===== src/rtl/aq_hpcp_cnt_bank_pkg.sv =====
// Shared constants and types for the HPCP counter bank.
//   AQ_HPCP_EVT_NONE : selector code meaning "no event"; a channel with
//                      this code never counts.
//   *_DEF            : default parameter values used by the bank and its channels.
//   aq_hpcp_cfg_t    : per-channel configuration {sel, inhibit} at default widths.
package aq_hpcp_cnt_bank_pkg;

    localparam int AQ_HPCP_EVT_NONE      = 0;
    localparam int AQ_HPCP_CNT_NUM_DEF   = 4;
    localparam int AQ_HPCP_CNT_WIDTH_DEF = 64;
    localparam int AQ_HPCP_EVT_NUM_DEF   = 16;
    localparam int AQ_HPCP_EVT_SEL_W_DEF = 5;

    typedef struct packed {
        logic [AQ_HPCP_EVT_SEL_W_DEF-1:0] sel;
        logic                             inhibit;
    } aq_hpcp_cfg_t;

endpackage


===== src/rtl/aq_hpcp_cnt_bank_if.sv =====
// Bundle of the counter-bank control/status signals between the event and
// CSR side (master) and the counter bank (slave).
//   master : drives enable, events, inhibit, writes and overflow clear/enable;
//            receives counter values, selectors, overflow flags and the irq.
//   slave  : the counter bank.
interface aq_hpcp_cnt_bank_if #(
    parameter int CNT_NUM   = 4,
    parameter int CNT_WIDTH = 64,
    parameter int EVT_NUM   = 16,
    parameter int EVT_SEL_W = 5
);
    logic                           hpcp_cnt_en;
    logic [EVT_NUM-1:0]             hpcp_evt;
    logic [CNT_NUM-1:0]             cnt_inhibit;
    logic [CNT_NUM-1:0]             cfg_wen;
    logic [EVT_SEL_W-1:0]           cfg_wdata;
    logic [CNT_NUM-1:0]             cnt_wen;
    logic [CNT_WIDTH-1:0]           hpcp_wdata;
    logic [CNT_NUM-1:0]             of_clr;
    logic [CNT_NUM-1:0]             of_ie;
    logic [CNT_NUM*CNT_WIDTH-1:0]   cnt_value;
    logic [CNT_NUM*EVT_SEL_W-1:0]   cnt_evt_sel;
    logic [CNT_NUM-1:0]             cnt_of;
    logic                           hpcp_of_irq;

    modport master (
        output hpcp_cnt_en, hpcp_evt, cnt_inhibit, cfg_wen, cfg_wdata,
               cnt_wen, hpcp_wdata, of_clr, of_ie,
        input  cnt_value, cnt_evt_sel, cnt_of, hpcp_of_irq
    );

    modport slave (
        input  hpcp_cnt_en, hpcp_evt, cnt_inhibit, cfg_wen, cfg_wdata,
               cnt_wen, hpcp_wdata, of_clr, of_ie,
        output cnt_value, cnt_evt_sel, cnt_of, hpcp_of_irq
    );
endinterface


===== src/rtl/aq_hpcp_cnt_bank_chan.sv =====
// One performance-counter channel: event selector, counter with a
// CNT_WIDTH+1 incrementer (carry-out = overflow) and sticky overflow flag.
// Ports:
//   clk, rst   : channel clock, asynchronous active-high reset
//   evt, en    : registered event vector / global enable from the bank
//   inhibit    : channel count inhibit
//   cfg_wen/cfg_wdata : selector write
//   cnt_wen/wdata     : counter load (wins over an increment)
//   of_clr     : clear overflow flag (a same-cycle overflow wins)
//   cnt, sel, of : counter value, selector, sticky overflow flag
// All state updates are qualified by local_en, the channel's clock-gate
// enable (inc | cnt_wen | cfg_wen | of_clr | ovf).
module aq_hpcp_cnt_bank_chan
    import aq_hpcp_cnt_bank_pkg::*;
#(
    parameter int CNT_WIDTH = AQ_HPCP_CNT_WIDTH_DEF,
    parameter int EVT_NUM   = AQ_HPCP_EVT_NUM_DEF,
    parameter int EVT_SEL_W = AQ_HPCP_EVT_SEL_W_DEF
) (
    input  logic                 clk,
    input  logic                 rst,
    input  logic [EVT_NUM-1:0]   evt,
    input  logic                 en,
    input  logic                 inhibit,
    input  logic                 cfg_wen,
    input  logic [EVT_SEL_W-1:0] cfg_wdata,
    input  logic                 cnt_wen,
    input  logic [CNT_WIDTH-1:0] wdata,
    input  logic                 of_clr,
    output logic [CNT_WIDTH-1:0] cnt,
    output logic [EVT_SEL_W-1:0] sel,
    output logic                 of
);

    logic [CNT_WIDTH-1:0] cnt_reg;
    logic [EVT_SEL_W-1:0] sel_reg;
    logic                 of_reg;
    logic                 hit;
    logic                 inc;
    logic                 ovf;
    logic                 local_en;
    logic [CNT_WIDTH:0]   sum;

    // Only codes 1..EVT_NUM can match, so selectors above EVT_NUM are
    // stored but never count and no out-of-range index is formed.
    always_comb begin
        hit = 1'b0;
        for (int k = 0; k < EVT_NUM; k++) begin
            if (sel_reg == EVT_SEL_W'(k + 1)) begin
                hit = evt[k];
            end
        end
    end

    assign inc      = en & ~inhibit & (sel_reg != EVT_SEL_W'(AQ_HPCP_EVT_NONE)) & hit;
    assign sum      = {1'b0, cnt_reg} + {{CNT_WIDTH{1'b0}}, 1'b1};
    // A load discards the increment, so it cannot overflow either.
    assign ovf      = inc & ~cnt_wen & sum[CNT_WIDTH];
    assign local_en = inc | cnt_wen | cfg_wen | of_clr | ovf;

    always_ff @(posedge clk or posedge rst) begin
        if (rst) begin
            cnt_reg <= '0;
            sel_reg <= '0;
            of_reg  <= 1'b0;
        end else if (local_en) begin
            if (cfg_wen) begin
                sel_reg <= cfg_wdata;
            end
            if (cnt_wen) begin
                cnt_reg <= wdata;
            end else if (inc) begin
                cnt_reg <= sum[CNT_WIDTH-1:0];
            end
            if (ovf) begin
                of_reg <= 1'b1;
            end else if (of_clr) begin
                of_reg <= 1'b0;
            end
        end
    end

    assign cnt = cnt_reg;
    assign sel = sel_reg;
    assign of  = of_reg;

endmodule


===== src/rtl/aq_hpcp_cnt_bank.sv =====
// Bank of CNT_NUM hardware performance counters for the HPCP unit.
// Registers the event pulses and global enable once, then feeds CNT_NUM
// channels (aq_hpcp_cnt_bank_chan) and flattens their outputs.
// Ports:
//   forever_cpuclk : free-running core clock
//   cpurst         : asynchronous active-high reset
//   bus            : aq_hpcp_cnt_bank_if slave (events, CSR writes, status)
// Optional macro AQ_HPCP_OF_IRQ_EN: registered level interrupt
//   hpcp_of_irq = |(cnt_of & of_ie). Without it hpcp_of_irq is tied 0.
module aq_hpcp_cnt_bank
    import aq_hpcp_cnt_bank_pkg::*;
#(
    parameter int CNT_NUM   = AQ_HPCP_CNT_NUM_DEF,
    parameter int CNT_WIDTH = AQ_HPCP_CNT_WIDTH_DEF,
    parameter int EVT_NUM   = AQ_HPCP_EVT_NUM_DEF,
    parameter int EVT_SEL_W = AQ_HPCP_EVT_SEL_W_DEF
) (
    input  logic                forever_cpuclk,
    input  logic                cpurst,
    aq_hpcp_cnt_bank_if.slave   bus
);

    logic [EVT_NUM-1:0] evt_ff_reg;
    logic               en_ff_reg;

    // Event pipe stays on the free-running clock.
    always_ff @(posedge forever_cpuclk or posedge cpurst) begin
        if (cpurst) begin
            evt_ff_reg <= '0;
            en_ff_reg  <= 1'b0;
        end else begin
            evt_ff_reg <= bus.hpcp_evt;
            en_ff_reg  <= bus.hpcp_cnt_en;
        end
    end

    genvar gi;
    generate
        for (gi = 0; gi < CNT_NUM; gi++) begin : g_chan
            aq_hpcp_cnt_bank_chan #(
                .CNT_WIDTH (CNT_WIDTH),
                .EVT_NUM   (EVT_NUM),
                .EVT_SEL_W (EVT_SEL_W)
            ) u_chan (
                .clk       (forever_cpuclk),
                .rst       (cpurst),
                .evt       (evt_ff_reg),
                .en        (en_ff_reg),
                .inhibit   (bus.cnt_inhibit[gi]),
                .cfg_wen   (bus.cfg_wen[gi]),
                .cfg_wdata (bus.cfg_wdata),
                .cnt_wen   (bus.cnt_wen[gi]),
                .wdata     (bus.hpcp_wdata),
                .of_clr    (bus.of_clr[gi]),
                .cnt       (bus.cnt_value[gi*CNT_WIDTH +: CNT_WIDTH]),
                .sel       (bus.cnt_evt_sel[gi*EVT_SEL_W +: EVT_SEL_W]),
                .of        (bus.cnt_of[gi])
            );
        end
    endgenerate

`ifdef AQ_HPCP_OF_IRQ_EN
    logic irq_reg;

    always_ff @(posedge forever_cpuclk or posedge cpurst) begin
        if (cpurst) begin
            irq_reg <= 1'b0;
        end else begin
            irq_reg <= |(bus.cnt_of & bus.of_ie);
        end
    end

    assign bus.hpcp_of_irq = irq_reg;
`else
    logic unused_of_ie;

    assign unused_of_ie    = |bus.of_ie;
    assign bus.hpcp_of_irq = 1'b0;
`endif

endmodule


===== src/flat_wrapper.sv =====
// flat-port wrapper written by rule: the top's interface ports become plain ports
module aq_hpcp_cnt_bank_flat import aq_hpcp_cnt_bank_pkg::*;
#(
    parameter int CNT_NUM   = AQ_HPCP_CNT_NUM_DEF,
    parameter int CNT_WIDTH = AQ_HPCP_CNT_WIDTH_DEF,
    parameter int EVT_NUM   = AQ_HPCP_EVT_NUM_DEF,
    parameter int EVT_SEL_W = AQ_HPCP_EVT_SEL_W_DEF
)
  (forever_cpuclk, cpurst, bus_hpcp_cnt_en, bus_hpcp_evt, bus_cnt_inhibit, bus_cfg_wen, bus_cfg_wdata, bus_cnt_wen, bus_hpcp_wdata, bus_of_clr, bus_of_ie, bus_cnt_value, bus_cnt_evt_sel, bus_cnt_of, bus_hpcp_of_irq);
  aq_hpcp_cnt_bank_if #(.CNT_NUM(CNT_NUM), .CNT_WIDTH(CNT_WIDTH), .EVT_NUM(EVT_NUM), .EVT_SEL_W(EVT_SEL_W)) bus_i ();
  input  logic forever_cpuclk;
  input  logic cpurst;
  input wire logic [$bits(bus_i.hpcp_cnt_en)-1:0] bus_hpcp_cnt_en;
  input wire logic [$bits(bus_i.hpcp_evt)-1:0] bus_hpcp_evt;
  input wire logic [$bits(bus_i.cnt_inhibit)-1:0] bus_cnt_inhibit;
  input wire logic [$bits(bus_i.cfg_wen)-1:0] bus_cfg_wen;
  input wire logic [$bits(bus_i.cfg_wdata)-1:0] bus_cfg_wdata;
  input wire logic [$bits(bus_i.cnt_wen)-1:0] bus_cnt_wen;
  input wire logic [$bits(bus_i.hpcp_wdata)-1:0] bus_hpcp_wdata;
  input wire logic [$bits(bus_i.of_clr)-1:0] bus_of_clr;
  input wire logic [$bits(bus_i.of_ie)-1:0] bus_of_ie;
  output wire logic [$bits(bus_i.cnt_value)-1:0] bus_cnt_value;
  output wire logic [$bits(bus_i.cnt_evt_sel)-1:0] bus_cnt_evt_sel;
  output wire logic [$bits(bus_i.cnt_of)-1:0] bus_cnt_of;
  output wire logic [$bits(bus_i.hpcp_of_irq)-1:0] bus_hpcp_of_irq;
  assign bus_i.hpcp_cnt_en = bus_hpcp_cnt_en;
  assign bus_i.hpcp_evt = bus_hpcp_evt;
  assign bus_i.cnt_inhibit = bus_cnt_inhibit;
  assign bus_i.cfg_wen = bus_cfg_wen;
  assign bus_i.cfg_wdata = bus_cfg_wdata;
  assign bus_i.cnt_wen = bus_cnt_wen;
  assign bus_i.hpcp_wdata = bus_hpcp_wdata;
  assign bus_i.of_clr = bus_of_clr;
  assign bus_i.of_ie = bus_of_ie;
  assign bus_cnt_value = bus_i.cnt_value;
  assign bus_cnt_evt_sel = bus_i.cnt_evt_sel;
  assign bus_cnt_of = bus_i.cnt_of;
  assign bus_hpcp_of_irq = bus_i.hpcp_of_irq;
  aq_hpcp_cnt_bank #(.CNT_NUM(CNT_NUM), .CNT_WIDTH(CNT_WIDTH), .EVT_NUM(EVT_NUM), .EVT_SEL_W(EVT_SEL_W)) u_core (.forever_cpuclk(forever_cpuclk), .cpurst(cpurst), .bus(bus_i));
endmodule

===== config.mk =====
export PLATFORM = sky130hd
export DESIGN_NAME = aq_hpcp_cnt_bank_flat
export DESIGN_NICKNAME = d
export VERILOG_FILES = /design/src/rtl/aq_hpcp_cnt_bank_pkg.sv /design/src/rtl/aq_hpcp_cnt_bank_if.sv /design/src/rtl/aq_hpcp_cnt_bank_chan.sv /design/src/rtl/aq_hpcp_cnt_bank.sv /design/src/flat_wrapper.sv
export SDC_FILE = /design/constraint.sdc
export NUM_CORES = 1
export LEC_CHECK = 0
export ABC_CLOCK_PERIOD_IN_PS = 23200
export CAP_MARGIN = 10
export CORE_MARGIN = 2
export CORE_UTILIZATION = 45
export CTS_CLUSTER_SIZE = 8
export DETAILED_ROUTE_END_ITERATION = 16
export GPL_TIMING_DRIVEN = 1
export PLACE_DENSITY = 0.74
export SYNTH_ARGS = -nofsm -noshare
export SYNTH_HDL_FRONTEND = slang
export SYNTH_SLANG_ARGS = --single-unit

===== constraint.sdc =====
create_clock -name forever_cpuclk -period 23.2 [get_ports forever_cpuclk]
set_clock_uncertainty 0.15 [all_clocks]
set_input_delay 4.64 -clock forever_cpuclk [delete_from_list [all_inputs] [get_ports forever_cpuclk]]
set_output_delay 4.64 -clock forever_cpuclk [all_outputs]
set_load 0.02 [all_outputs]

== After elaboration in Yosys (flattened, before gate mapping) ==
Index checks and enable logic that the tools add are counted.

* Add/subtract/negate cells: 4
* Equality and inequality tests: 64
* Multiplexer cells: 80
* Bitwise gates (word level): 44
* Reduce and logical (&&, ||, !) cells: 24

{| class="wikitable"
|+ Operators with widths
! kind !! number
|-
| $mux 64 || 8
|-
| $add 64x1->65 const B || 4
|-
| $eq 5x4->1 const B || 32
|-
| $eq 5x3->1 const B || 16
|-
| $mux 1 || 72
|-
| $eq 5x2->1 const B || 8
|-
| $reduce_and 2->1 || 12
|-
| $and 1x1->1 || 20
|-
| $eq 5x1->1 const B || 4
|-
| $eq 5x5->1 const B || 4
|-
| $reduce_bool 5->1 || 4
|-
| $or 1x1->1 || 16
|-
| $reduce_bool 2->1 || 8
|-
| $not 1->1 || 8
|}

* Bits in registers: 297
* Input bits: 108
* Word-level logic and storage cells: 230

== Depth between registers and ports, before layout ==
* Depth in word-level cells: 23
* Depth in mapped cells: 10

== Modules after synthesis ==
A second synthesis with hierarchy kept.

* Cells, all modules: 2176
* Area total of the unflattened synthesis: 18597.8 µm²

{| class="wikitable"
|+ By module, submodules not included
! module !! times used !! cells an instance !! area an instance (µm²)
|-
| aq_hpcp_cnt_bank_chan || 4 || 539 || 4539.4
|-
| aq_hpcp_cnt_bank || 1 || 20 || 440.4
|}

== Worst setup path after synthesis ==
Ideal clock, no wire load.

* Kind: input -> register
* Start point: input port bus_cnt_inhibit[3]
* End point: register u_core.g_chan[3].u_chan.cnt_reg[63]
* Library setup time: 125 ps
* Arrival: 6310 ps
* Required time: 22925 ps
* Slack: 16616 ps
* Cell stages on the path: 7
* Cells stage by stage: a2111oi_0 -> nand4_1 -> a21oi_1 -> clkbuf_1 -> nand4b_1 -> xnor2_1 -> mux2_2

* Longest elaborated chain between the ends: 9
* Elaborated cells between the ends (all ways): 12
* Those cells by class: bitwise (10); reduce/logical (2)

{| class="wikitable"
|+ RTL lines
! element !! RTL line !! text
|-
| start, declared || flat_wrapper.sv:15 || <nowiki>input wire logic [$bits(bus_i.cnt_inhibit)-1:0] bus_cnt_inhibit;</nowiki>
|-
| $not 1->1 * || aq_hpcp_cnt_bank_chan.sv:55 || <nowiki>assign inc = en & ~inhibit & (sel_reg != EVT_SEL_W'(AQ_HPCP_EVT_NONE)) & hit;</nowiki>
|-
| $and 1x1->1 * (3 in series) || aq_hpcp_cnt_bank_chan.sv:55 ||
|-
| $or 1x1->1 (4 in series) || aq_hpcp_cnt_bank_chan.sv:59 || <nowiki>assign local_en = inc | cnt_wen | cfg_wen | of_clr | ovf;</nowiki>
|-
| $reduce_and 2->1 (no line) * || -- ||
|-
| end signal, assigned || aq_hpcp_cnt_bank_chan.sv:71 || <nowiki>cnt_reg <= wdata;</nowiki>
|-
| end signal, assigned || aq_hpcp_cnt_bank_chan.sv:73 || <nowiki>cnt_reg <= sum[CNT_WIDTH-1:0];</nowiki>
|-
| end, declared || aq_hpcp_cnt_bank_chan.sv:35 || <nowiki>logic [CNT_WIDTH-1:0] cnt_reg;</nowiki>
|}

Every way passes the cells marked *; elsewhere a longest branch is shown, timed or not.
A chain may end at the register's enable or synchronous reset.

== Worst setup path in the final report ==
Ends and elaborated chain as after synthesis.

==> impl_metrics.py <==
metrics = {
    "timing": {
        "tightest_slew_ps": 1090,
        "finalCritPeriodShare": 0.305,
        "slew_headroom": 0.270,
        "clock.fmax_mhz": 141,
        "finalSetupViolCount": 0,
        "rsz0062_at_grt": "false",
        "report.final.slew_viol_count": 0,
        "hold_viol": 0,
        "fin_tns_setup_ps": 0,
        "period_needed_ps": 7080,
    },
    "synthesis": {
        "synth_top_area_share": 0.438,
        "syn_area_per_cell_um2": 9.12,
        "postSynth.asyncResetShare": 1.00,
        "yosysTopAreaCell": "dfrtp_1",
        "synthFlopType": "dfrtp_1",
        "synthDistinctLibCells": 76,
        "syn-num-nets": 1972,
        "ys_seq_area_frac": 0.438,
        "yosysWarnings": 0,
        "syn_area_um2": 17000,
        "ys_seq_elements": 297,
        "yosysMostFrequentCell": "dfrtp_1",
        "synthTopCellsByCount": "dfrtp_1, nand2_1, o21ai_0",
        "synthTopCellsByArea": "dfrtp_1, xnor2_1, nand2_1, o21ai_0, xor2_1",
        "synth_edf_count": 0,
        "synth_cells": 1860,
    },
    "cells_and_area": {
        "areaGrowthSynthToFinish_pct": 31.6,
        "regArea_um2": 7430,
        "num-fill-cells": 3231,
        "multiInputGateArea_um2": 8960,
        "nNetsFinal": 2317,
        "largest_register_ff_count": 256,
        "drive_gt1_frac": 0.0742,
    },
    "power_and_ir_drop": {
        "cellPowerDensity_nw_per_um2": 68.5,
        "combPwrFrac": 0.215,
        "total_power_mw": 1.53,
        "switchingPower_mw": 0.477,
        "p_leak_nw": 8.52,
        "seqPwrFrac": 0.416,
        "pwr-share-clk": 0.369,
        "ir_drop_mv": 0.0433,
        "intPower_mw": 1.05,
        "swShare": 0.312,
    },
    "setup_path": {
        "cp-end-kind": "flop",
        "critical_path.top_delay_family": "compound AO/OA/AOI/OAI gates",
        "crit_type": "input pin to flop",
        "slowest_stage": "a2111oi_0",
        "max_stage_delay_ps": 510,
        "required_ps": 23480,
        "worstPathArrival_ps": 7360,
        "critPathBufInv": 2,
        "cp_cell_sequence": "clkdlybuf4s50_1 > a2111oi_0 > nand4_1 > a21oi_1 > buf_4 > nand4b_1 > xnor2_1 > mux2_2",
        "path_max_fanout": 7,
        "cp-start-kind": "input pin",
    },
    "route": {
        "wl_per_cell_um": 22.7,
        "wl_um": 61800,
        "ant_nets": 0,
        "vias_per_cell": 5.87,
        "firstDrtPassIters": 6,
        "remaining_drc_errors": 0,
        "drt_iter0_drc": 1341,
        "routed-via-count": 16000,
    },
    "floorplanning": {
        "coreArea_um2": 37400,
        "rows": 71,
        "die_x_um": 198,
        "dieArea_um2": 39300,
        "io_pins": 389,
        "die_h_um": 198,
        "start_util": 0.453,
    },
    "clocking": {
        "cts.sinks": 297,
        "postCtsHoldBufs": 0,
        "ctsResizeCount": 0,
        "clkLatencyLatePin_ps": 560,
        "clk_pin_slew_ps": 50,
        "cts_setup_buffers": 0,
        "cts.htree.levels": 2,
        "numCtsBuffers": 43,
        "clockBufferDepth": 3,
        "root_buffer": "clkbuf_16",
        "cts_tree": "yes",
    },
    "placed_design": {
        "io_buffers": 383,
        "dp_hpwl_um": 46000,
        "place_congestion": 0.923,
    },
    "global_routing": {
        "overflow": 0,
        "grt_pass1_vias": 15400,
        "grt_max_degree": 108,
        "grt_pass1_wl_um": 93800,
        "track_usage": 0.315,
        "grt_antenna_before_repair": 0,
    },
    "job": {
        "drv_cap": 0,
    },
    "min_path": {
        "holdCritPathClass": "flop to flop",
    },
    "run_status": {
        "status": "finished, final reports clean",
    },
}
[path summary, 6_finish.rpt]
path | slack, ps | end | cells after the start | startpoint
hold / removal | 410 | u_core.g_chan[3].u_chan.of | 2 | u_core.g_chan[3].u_chan.of
max in group asynchronous | 16980 | u_core.g_chan[0].u_chan.cnt[51] | 3 | cpurst
min in group asynchronous | 4450 | u_core.g_chan[2].u_chan.cnt[3] | 2 | cpurst
setup / recovery | 16120 | u_core.g_chan[3].u_chan.cnt[63] | 8 | bus_cnt_inhibit[3]
setup reg to reg | 19750 | u_core.g_chan[0].u_chan.cnt[62] | 7 | u_core.g_chan[0].u_chan.cnt[38]
hold reg to reg | 410 | u_core.g_chan[3].u_chan.of | 2 | u_core.g_chan[3].u_chan.of
[metrics by stage]
step / hold slack (ps) / setup WS, ps / utilization / cells / area [µm²]
2_1_floorplan: 350 / 10210 / - / 1860 / 17000
3_3_place_gp: 387 / 15670 / 0.566 / 2671 / 21200
3_5_place_dp: 392 / 15620 / 0.566 / 2671 / 21200
4_1_cts: 400 / 16180 / 0.597 / 2721 / 22300
5_1_grt: 426 / 15860 / 0.597 / 2721 / 22300
6_report: 410 / 16120 / 0.597 / 2722 / 22300
[cells in the final DEF, fill, tap and decap left out, types with 4 or more instances in the layout]
cell type and instances:
nor3_1 50, clkdlybuf4s50_1 379, or4_1 16, o211ai_1 19, nor2_1 95, inv_1 38
buf_4 22, nand3_1 94, mux2_2 66, a31oi_1 31, nor2b_1 11, clkbuf_16 44
and2_1 13, and3_1 44, nand4_1 63, o21ai_1 4, o31ai_1 6, dfrtp_1 297
a211oi_1 7, nor3b_1 9, ha_1 4, o21ai_0 197, nor4_2 4, nor4_1 24
nand3b_1 4, xnor2_1 123, o2111ai_1 16, nand2_1 276, or3_1 29, xor2_1 87
mux2i_1 21, a21oi_1 10, and4_1 26
[power groups by stage]
stage	Combinational [mW]	Sequential, mW	Clock, mW
after floorplan	0.116	0.678	0
after detailed placement	0.327	0.641	0
final	0.328	0.636	0.565
after global routing	0.350	0.644	0.596
after global placement	0.322	0.639	0
after CTS	0.329	0.634	0.574
[worst register-to-register path, delay by kind of cell (launching register included)]
| family | cells | cell delay (ps) |
|---|---|---|
| AND/OR/NAND/NOR | 5 | 2280 |
| AO/OA/AOI/OAI | 2 | 480 |
| flip-flops | 1 | 470 |
[cells by family after synthesis]
family	Yosys count	share of synthesized area
simple gates	783	0.235
compound gates	331	0.121
flops	297	0.438
xor+xnor	210	0.108
buf+inv	144	0.0342
mux	90	0.0602
fa+ha+maj	4	0.00295
other cells	1	0.000221
[area by class of cell]
| cell class | count | share of cell area |
|---|---|---|
| inverter | 40 | 0.00706 |
| clock inverter | 3 | 0.00135 |
| multi-input combinational | 1419 | 0.402 |
| sequential | 297 | 0.333 |
| antenna | 1 | 0.000112 |
| tap | 511 | 0.0286 |
| clock buffer | 47 | 0.0503 |
| timing repair buffer | 404 | 0.178 |
[per-layer routing]
| layer | track usage | part of all wire |
|---|---|---|
| met1 | 0.445 | 0.43 |
| met2 | 0.476 | 0.44 |
| met5 | 0 | 0 |
| met3 | 0.0589 | 0.086 |
| met4 | 0.124 | 0.039 |
Power figures use the tool's default switching activity.
